==> src/rtl/pl_pipe_hs.sv <==
// pl_pipe_hs: elastic, pipelined Ascon linear diffusion layer pL.
// pL is evaluated combinationally on the input.
// The result (or the raw input when bypassed) then moves through LAT
// valid/ready register stages. Bubbles collapse as the stages advance.
// An occupancy counter tracks how many stages hold a transaction.
module pl_pipe_hs #(
  parameter int  LAT   = 2,
  localparam int OCC_W = $clog2(LAT + 1)
) (
  input  logic             clock_i,
  input  logic             reset_i,
  input  logic             flush_i,
  input  logic             in_valid_i,
  output logic             in_ready_o,
  input  logic [319:0]     plin_i,
  input  logic             bypass_i,
  output logic             out_valid_o,
  input  logic             out_ready_i,
  output logic [319:0]     plout_o,
  output logic             out_bypass_o,
  output logic [OCC_W-1:0] occupancy_o
);

  generate
    if (LAT < 1 || LAT > 8) begin : g_bad_lat
      $error("pl_pipe_hs: LAT must be in 1..8");
    end
  endgenerate

  // Rotate a 64-bit word right by a constant amount.
  function automatic logic [63:0] ror64(input logic [63:0] x, input int n);
    return (x >> n) | (x << (64 - n));
  endfunction

  // Ascon pL: each word is XORed with two rotations of itself. Words never mix.
  function automatic logic [319:0] ascon_pl(input logic [319:0] s);
    logic [319:0] r;
    r[ 63:  0] = s[ 63:  0] ^ ror64(s[ 63:  0], 19) ^ ror64(s[ 63:  0], 28);
    r[127: 64] = s[127: 64] ^ ror64(s[127: 64], 61) ^ ror64(s[127: 64], 39);
    r[191:128] = s[191:128] ^ ror64(s[191:128],  1) ^ ror64(s[191:128],  6);
    r[255:192] = s[255:192] ^ ror64(s[255:192], 10) ^ ror64(s[255:192], 17);
    r[319:256] = s[319:256] ^ ror64(s[319:256],  7) ^ ror64(s[319:256], 41);
    return r;
  endfunction

  logic [319:0]     data_q [LAT];
  logic [LAT-1:0]   byp_q;
  logic [LAT-1:0]   vld_q;
  logic [LAT-1:0]   vld_d;
  logic [LAT-1:0]   adv;
  logic [OCC_W-1:0] occ_q;
  logic [OCC_W-1:0] occ_d;
  logic [319:0]     stage0_d;
  logic             accept;
  logic             pop;

  // Advance chain, resolved from the output stage back to stage 0.
  // A stage moves on when its successor is empty or is itself moving.
  always_comb begin
    adv          = '0;
    adv[LAT-1]   = vld_q[LAT-1] & out_ready_i;
    for (int k = LAT - 2; k >= 0; k--) begin
      adv[k] = vld_q[k] & (~vld_q[k+1] | adv[k+1]);
    end
  end

  assign in_ready_o = ~flush_i & (~vld_q[0] | adv[0]);
  assign accept     = in_valid_i & in_ready_o;
  assign pop        = vld_q[LAT-1] & out_ready_i;
  assign stage0_d   = bypass_i ? plin_i : ascon_pl(plin_i);

  // Next valid per stage: filled by the upstream move, or holding when not leaving.
  // Flush wipes every valid bit.
  always_comb begin
    vld_d    = '0;
    vld_d[0] = accept | (vld_q[0] & ~adv[0]);
    for (int k = 1; k < LAT; k++) begin
      vld_d[k] = adv[k-1] | (vld_q[k] & ~adv[k]);
    end
    if (flush_i) vld_d = '0;
  end

  // Occupancy bookkeeping: +1 on accept, -1 on output handshake, 0 on flush.
  always_comb begin
    occ_d = occ_q;
    case ({accept, pop})
      2'b10:   occ_d = occ_q + OCC_W'(1);
      2'b01:   occ_d = occ_q - OCC_W'(1);
      default: occ_d = occ_q;
    endcase
    if (flush_i) occ_d = '0;
  end

  // Control state: stage valids and occupancy.
  always_ff @(posedge clock_i or posedge reset_i) begin
    if (reset_i) begin
      vld_q <= '0;
      occ_q <= '0;
    end else begin
      vld_q <= vld_d;
      occ_q <= occ_d;
    end
  end

  // Stage data and bypass flag. Loaded only when the stage is being filled.
  // Contents are left untouched on flush.
  always_ff @(posedge clock_i or posedge reset_i) begin
    if (reset_i) begin
      for (int k = 0; k < LAT; k++) data_q[k] <= '0;
      byp_q <= '0;
    end else begin
      if (accept) begin
        data_q[0] <= stage0_d;
        byp_q[0]  <= bypass_i;
      end
      for (int k = 1; k < LAT; k++) begin
        if (adv[k-1] && !flush_i) begin
          data_q[k] <= data_q[k-1];
          byp_q[k]  <= byp_q[k-1];
        end
      end
    end
  end

  assign out_valid_o  = vld_q[LAT-1];
  assign plout_o      = data_q[LAT-1];
  assign out_bypass_o = byp_q[LAT-1];
  assign occupancy_o  = occ_q;

endmodule

==> config.mk <==
export PLATFORM = sky130hd
export DESIGN_NAME = pl_pipe_hs
export DESIGN_NICKNAME = d
export VERILOG_FILES = /design/src/rtl/pl_pipe_hs.sv
export SDC_FILE = /design/constraint.sdc
export NUM_CORES = 2
export LEC_CHECK = 0
export CAP_MARGIN = 20
export CORE_MARGIN = 3
export CORE_UTILIZATION = 53
export DETAILED_ROUTE_END_ITERATION = 10
export GPL_TIMING_DRIVEN = 0
export HOLD_SLACK_MARGIN = 0.12
export PLACE_DENSITY_LB_ADDON = 0.1
export SETUP_SLACK_MARGIN = 0.1
export SLEW_MARGIN = 20
export SYNTH_ARGS = -nofsm -noshare
export SYNTH_HDL_FRONTEND = slang
export SYNTH_SLANG_ARGS = --single-unit
==> constraint.sdc <==
create_clock -name clock_i -period 27.4 [get_ports clock_i]
set_input_delay 5.48 -clock clock_i [delete_from_list [all_inputs] [get_ports clock_i]]
set_output_delay 5.48 -clock clock_i [all_outputs]
set_load 0.01 [all_outputs]
---- Word level (Yosys, flattened, before mapping) ----
Index checks and enable logic that the tools add are counted.
word-level totals
  output and inout bits ................... 325
  bits of input ports ..................... 326
  bits in registers ....................... 646
  logic and storage cells ................. 52
cells by class
  muxes and demuxes ....................... 4
  equal/unequal tests ..................... 2
  bitwise logic cells ..................... 35
  $add $sub $neg .......................... 2
  reduce and logical (&&, ||, !) cells .... 3
operators with widths
  cell                 count
  $xor 64x64->64       10
  $mux 320             1
  $or 23x64->64        1
  $or 25x64->64        1
  $or 3x64->64         1
  $or 36x64->64        1
  $or 45x64->64        1
  $or 47x64->64        1
  $or 54x64->64        1
  $or 57x64->64        1
  $or 58x64->64        1
  $or 63x64->64        1
  $and 1x1->1          6
  $not 1->1            5
  $mux 2               2
  $or 1x1->1           4
  $pmux 2 s2           1
  $reduce_bool 3->1    1
  $add 2x1->2 const B  1
  $eq 2x1->1 const B   1
  $eq 2x2->1 const B   1
  $sub 2x1->2 const B  1
  $logic_and 1x1->1    1
  $logic_not 1->1      1

---- Logic depth before layout (Yosys ltp) ----
  word-level depth ........................ 9
  depth in mapped cells ................... 7
  mapped depth without buffers ............ 3

---- Least setup slack after synthesis ----
OpenSTA, ideal clock, no wires.
  path kind ............................... input to output
  start point ............................. in out_ready_i
  end point ............................... out in_ready_o
  path buffers ............................ 0
  cell stages on the path ................. 2
  path slack .............................. 16.098 ns
  data arrival time ....................... 5.822 ns
  data required time ...................... 21.920 ns
  cell sequence ........................... and3b_1 -> nor2_1
on the way
  longest elaborated chain between the ends .. 5
RTL lines
  what             RTL line  RTL
  start, declared  18        input logic out_ready_i,
  $and 1x1->1      61        adv[LAT-1] = vld_q[LAT-1] & out_ready_i;
  $or 1x1->1       63        adv[k] = vld_q[k] & (~vld_q[k+1] | adv[k+1]);
  $and 1x1->1      63
  $or 1x1->1       67        assign in_ready_o = ~flush_i & (~vld_q[0] | adv[0]);
  $and 1x1->1      67
  end, declared    14        output logic in_ready_o,
No other way between the ends.

---- Worst setup path after layout ----
Same ends and word-level chain as after synthesis.

==> metrics.csv <==
stage,metric,value,unit
grt,grt-ovfl-total,0,
clock_network,cts_resized,0,
sta,final.min_clock_period,12.41,ns
worst_setup_path,worst-path-max-fanout,6,
finish,area_growth_syn_to_layout,30.3,%
synthesis,synthCells,3125,
floorplanning,rows,91,
floorplanning,core_region_area,61900,µm²
pwr,power_density,78.4,nW/µm²
synthesis,synth_area_per_cell,10.7,µm²
synthesis,yosysUniqueCellTypes,24,
synthesis,syn_area,33300,µm²
clock_network,root_buffer,clkbuf_16,
synthesis,ys.flop_type,dfrtp_1,
worst_setup_path,crit_type,in -> out,
sta,report.final.hold_viol_count,0,
floorplanning,initial_core_util,0.538,
clock_network,hold_buffers,0,
clock_network,cts_htree_levels,3,
hold_path,hold_class,reg -> reg,
clock_network,post-cts-setup-buffers,0,
pwr,power.leakage,16.7,nW
drt,dr.pass1.iters,5,
drt,wl_per_cell,23.8,µm
pwr,peakVddDrop,50.9,µV
clock_network,cts_made_buffers,71,
drt,drt-total-wl,113,mm
flow_run,drv_cap,0,
floorplanning,io_pins,651,
synthesis,syn-num-nets,3451,
finish,fin_cells,4756,
grt,grt_pass1_vias,27600,
finish,n_fill_cell,4853,
worst_setup_path,cp_cell_sequence,"clkdlybuf4s50_1, and3b_1, nor2_1, clkdlybuf4s50_1",
outcome,status,finished clean,
drt,drc,0,
grt,grt_usage,0.337,
placement,place.gp.congestion,0.960,
placement,dpl.hpwl,85.4,mm
sta,finalMaxSlewViolations,0,
grt,antenna_found_initial,19,
grt,grt_max_degree,106,
drt,vias_per_cell,5.88,
finish,fin_nets,4178,
placement,portBuffers,648,
sta,rsz0062_at_grt,no,
finish,regArea,16200,µm²
worst_setup_path,cp.arrival,6.93,ns
synthesis,ys_ff_latch,646,
sta,setup_viol,0,
clock_network,clk_latency,0.61,ns
worst_setup_path,critical-path-max-stage-delay,0.57,ns
drt,drt_iter0_drc,2369,
sta,fin_skew,0.0253,ns
sta,worst_pin_slew,1.01,ns
synthesis,synth_largest_area_cell,dfrtp_1,
clock_network,cts.sinks,646,
synthesis,yosys.area.top_type_share,0.485,
worst_setup_path,required,21.92,ns
synthesis,synth-edff-count,0,
synthesis,synthTopCellsByArea,"dfrtp_1 (49%), mux2_2 (9.9%), xnor2_1 (8.4%)",
sta,slew_headroom,0.325,
drt,antenna_left,0,
sta,fmax,80.6,MHz
clock_network,clkSlewWorstSetupHoldPaths,0.06,ns
synthesis,async_reset_ff_frac,1.00,
finish,multiInputGateArea,13800,µm²
placement,dp_cells,4616,
floorplanning,fp.dieArea,65900,µm²
clock_network,cts_tree,built,
sta,period_share,0.453,
clock_network,clock_path_buffers,3,
worst_setup_path,crit_slowest_cell,clkdlybuf4s50_1,
sta,setup_tns,0,ns
worst_setup_path,cp-start-kind,primary input,
drt,route.vias.total,28000,
finish,drive_gt1_frac,0.205,
synthesis,ys_seq_area_frac,0.485,
grt,grt_pass1_wl,169,mm
synthesis,ys_warn_count,0,
worst_setup_path,crit_top_cell,clkdlybuf4s50_1,
floorplanning,die_h,257,µm
worst_setup_path,end_kind,output pin,
floorplanning,die-width,257,µm
## sequential cells by signal (all words and copies together) (netlist names)
name         flops
data_q         320
plout_o        320
byp_q            2
occupancy_o      2
vld_q            2
## kinds of logic after synthesis
group	share of synthesized area
buffers and inverters	0.101
AO/OA/AOI/OAI	0.157
multiplexers	0.109
AND/OR/NAND/NOR	0.0632
flip-flops	0.485
XOR/XNOR	0.0841
## per-stage QoR
stage	cell area (µm²)	setup WS [ns]	hold slack, ns	power, mW	util
5_1_grt	43400	14.95	0.505	3.55	0.701
2_1_floorplan	33300	3.82	0.459	1.88	-
4_1_cts	43400	15.01	0.482	3.42	0.700
3_3_place_gp	40900	-4.03	0.470	2.42	0.660
6_report	43400	14.99	0.477	3.40	0.701
3_5_place_dp	41000	15.01	0.476	2.44	0.662
## worst paths after layout
kind	startpoint	to	slack, ns	cells past startpoint
worst max register to register	vld_q[1]	data_q[336]	24.63	5
worst min register to register	data_q[446]	plout_o[126]	0.48	1
worst max-delay path	out_ready_i	in_ready_o	14.99	4
worst min-delay path	data_q[446]	plout_o[126]	0.48	1
max in group asynchronous	reset_i	plout_o[247]	20.13	5
min in group asynchronous	reset_i	plout_o[87]	5.33	2
## final cells by class
cell class | instances | area share
clock buffer | 106 | 0.0486
buffer | 533 | 0.0776
tap | 837 | 0.0241
sequential | 646 | 0.372
clock inverter | 17 | 0.00527
inverter | 1 | 0.000259
multi-input combinational | 1945 | 0.318
timing repair buffer | 654 | 0.153
antenna | 17 | 0.000980
## power breakdown
group	leakage [nW]	internal (mW)	switching, mW	total, mW
combinational	8.23	0.663	0.459	1.12
sequential	7.27	1.18	0.130	1.31
clock	1.16	0.579	0.395	0.975
total	16.7	2.42	0.984	3.40
## layer usage
| metal | global-route usage | share of wire | up-vias |
|---|---|---|---|
| met5 | 0 | 0.00011 | - |
| met4 | 0.194 | 0.064 | 2 |
| met3 | 0.0784 | 0.092 | 368 |
| met2 | 0.529 | 0.46 | 1467 |
| met1 | 0.430 | 0.38 | 13700 |
| li1 | - | - | 12500 |
## synth_stat cells, drive strengths merged (2+ instances only)
library cell / count
nor3b: 2
dfrtp: 646
and3b: 3
or3: 320
mux2: 323
xnor2: 320
clkbuf: 134
a21oi: 320
nor2b: 3
buf: 399
a31oi: 320
nor2: 7
o21ai: 321
## worst max-delay path: cells and delay by family
family | cells | cell delay (ns)
simple gates | 2 | 0.33
buf+inv | 2 | 1.12
## cell usage in the layout (no fill, tap or decap), types with 31 or more instances in the layout
cell	Yosys	routed
buf_4	349	349
a21oi_1	320	320
buf_2	45	45
clkbuf_1	134	152
dfrtp_1	646	646
mux2_2	292	292
clkdlybuf4s50_1	0	648
a31oi_1	320	320
mux2_1	31	31
xnor2_1	320	320
or3_1	320	320
o21ai_0	321	321
clkbuf_16	0	74
No activity file was read; power rests on OpenSTA's default activity.
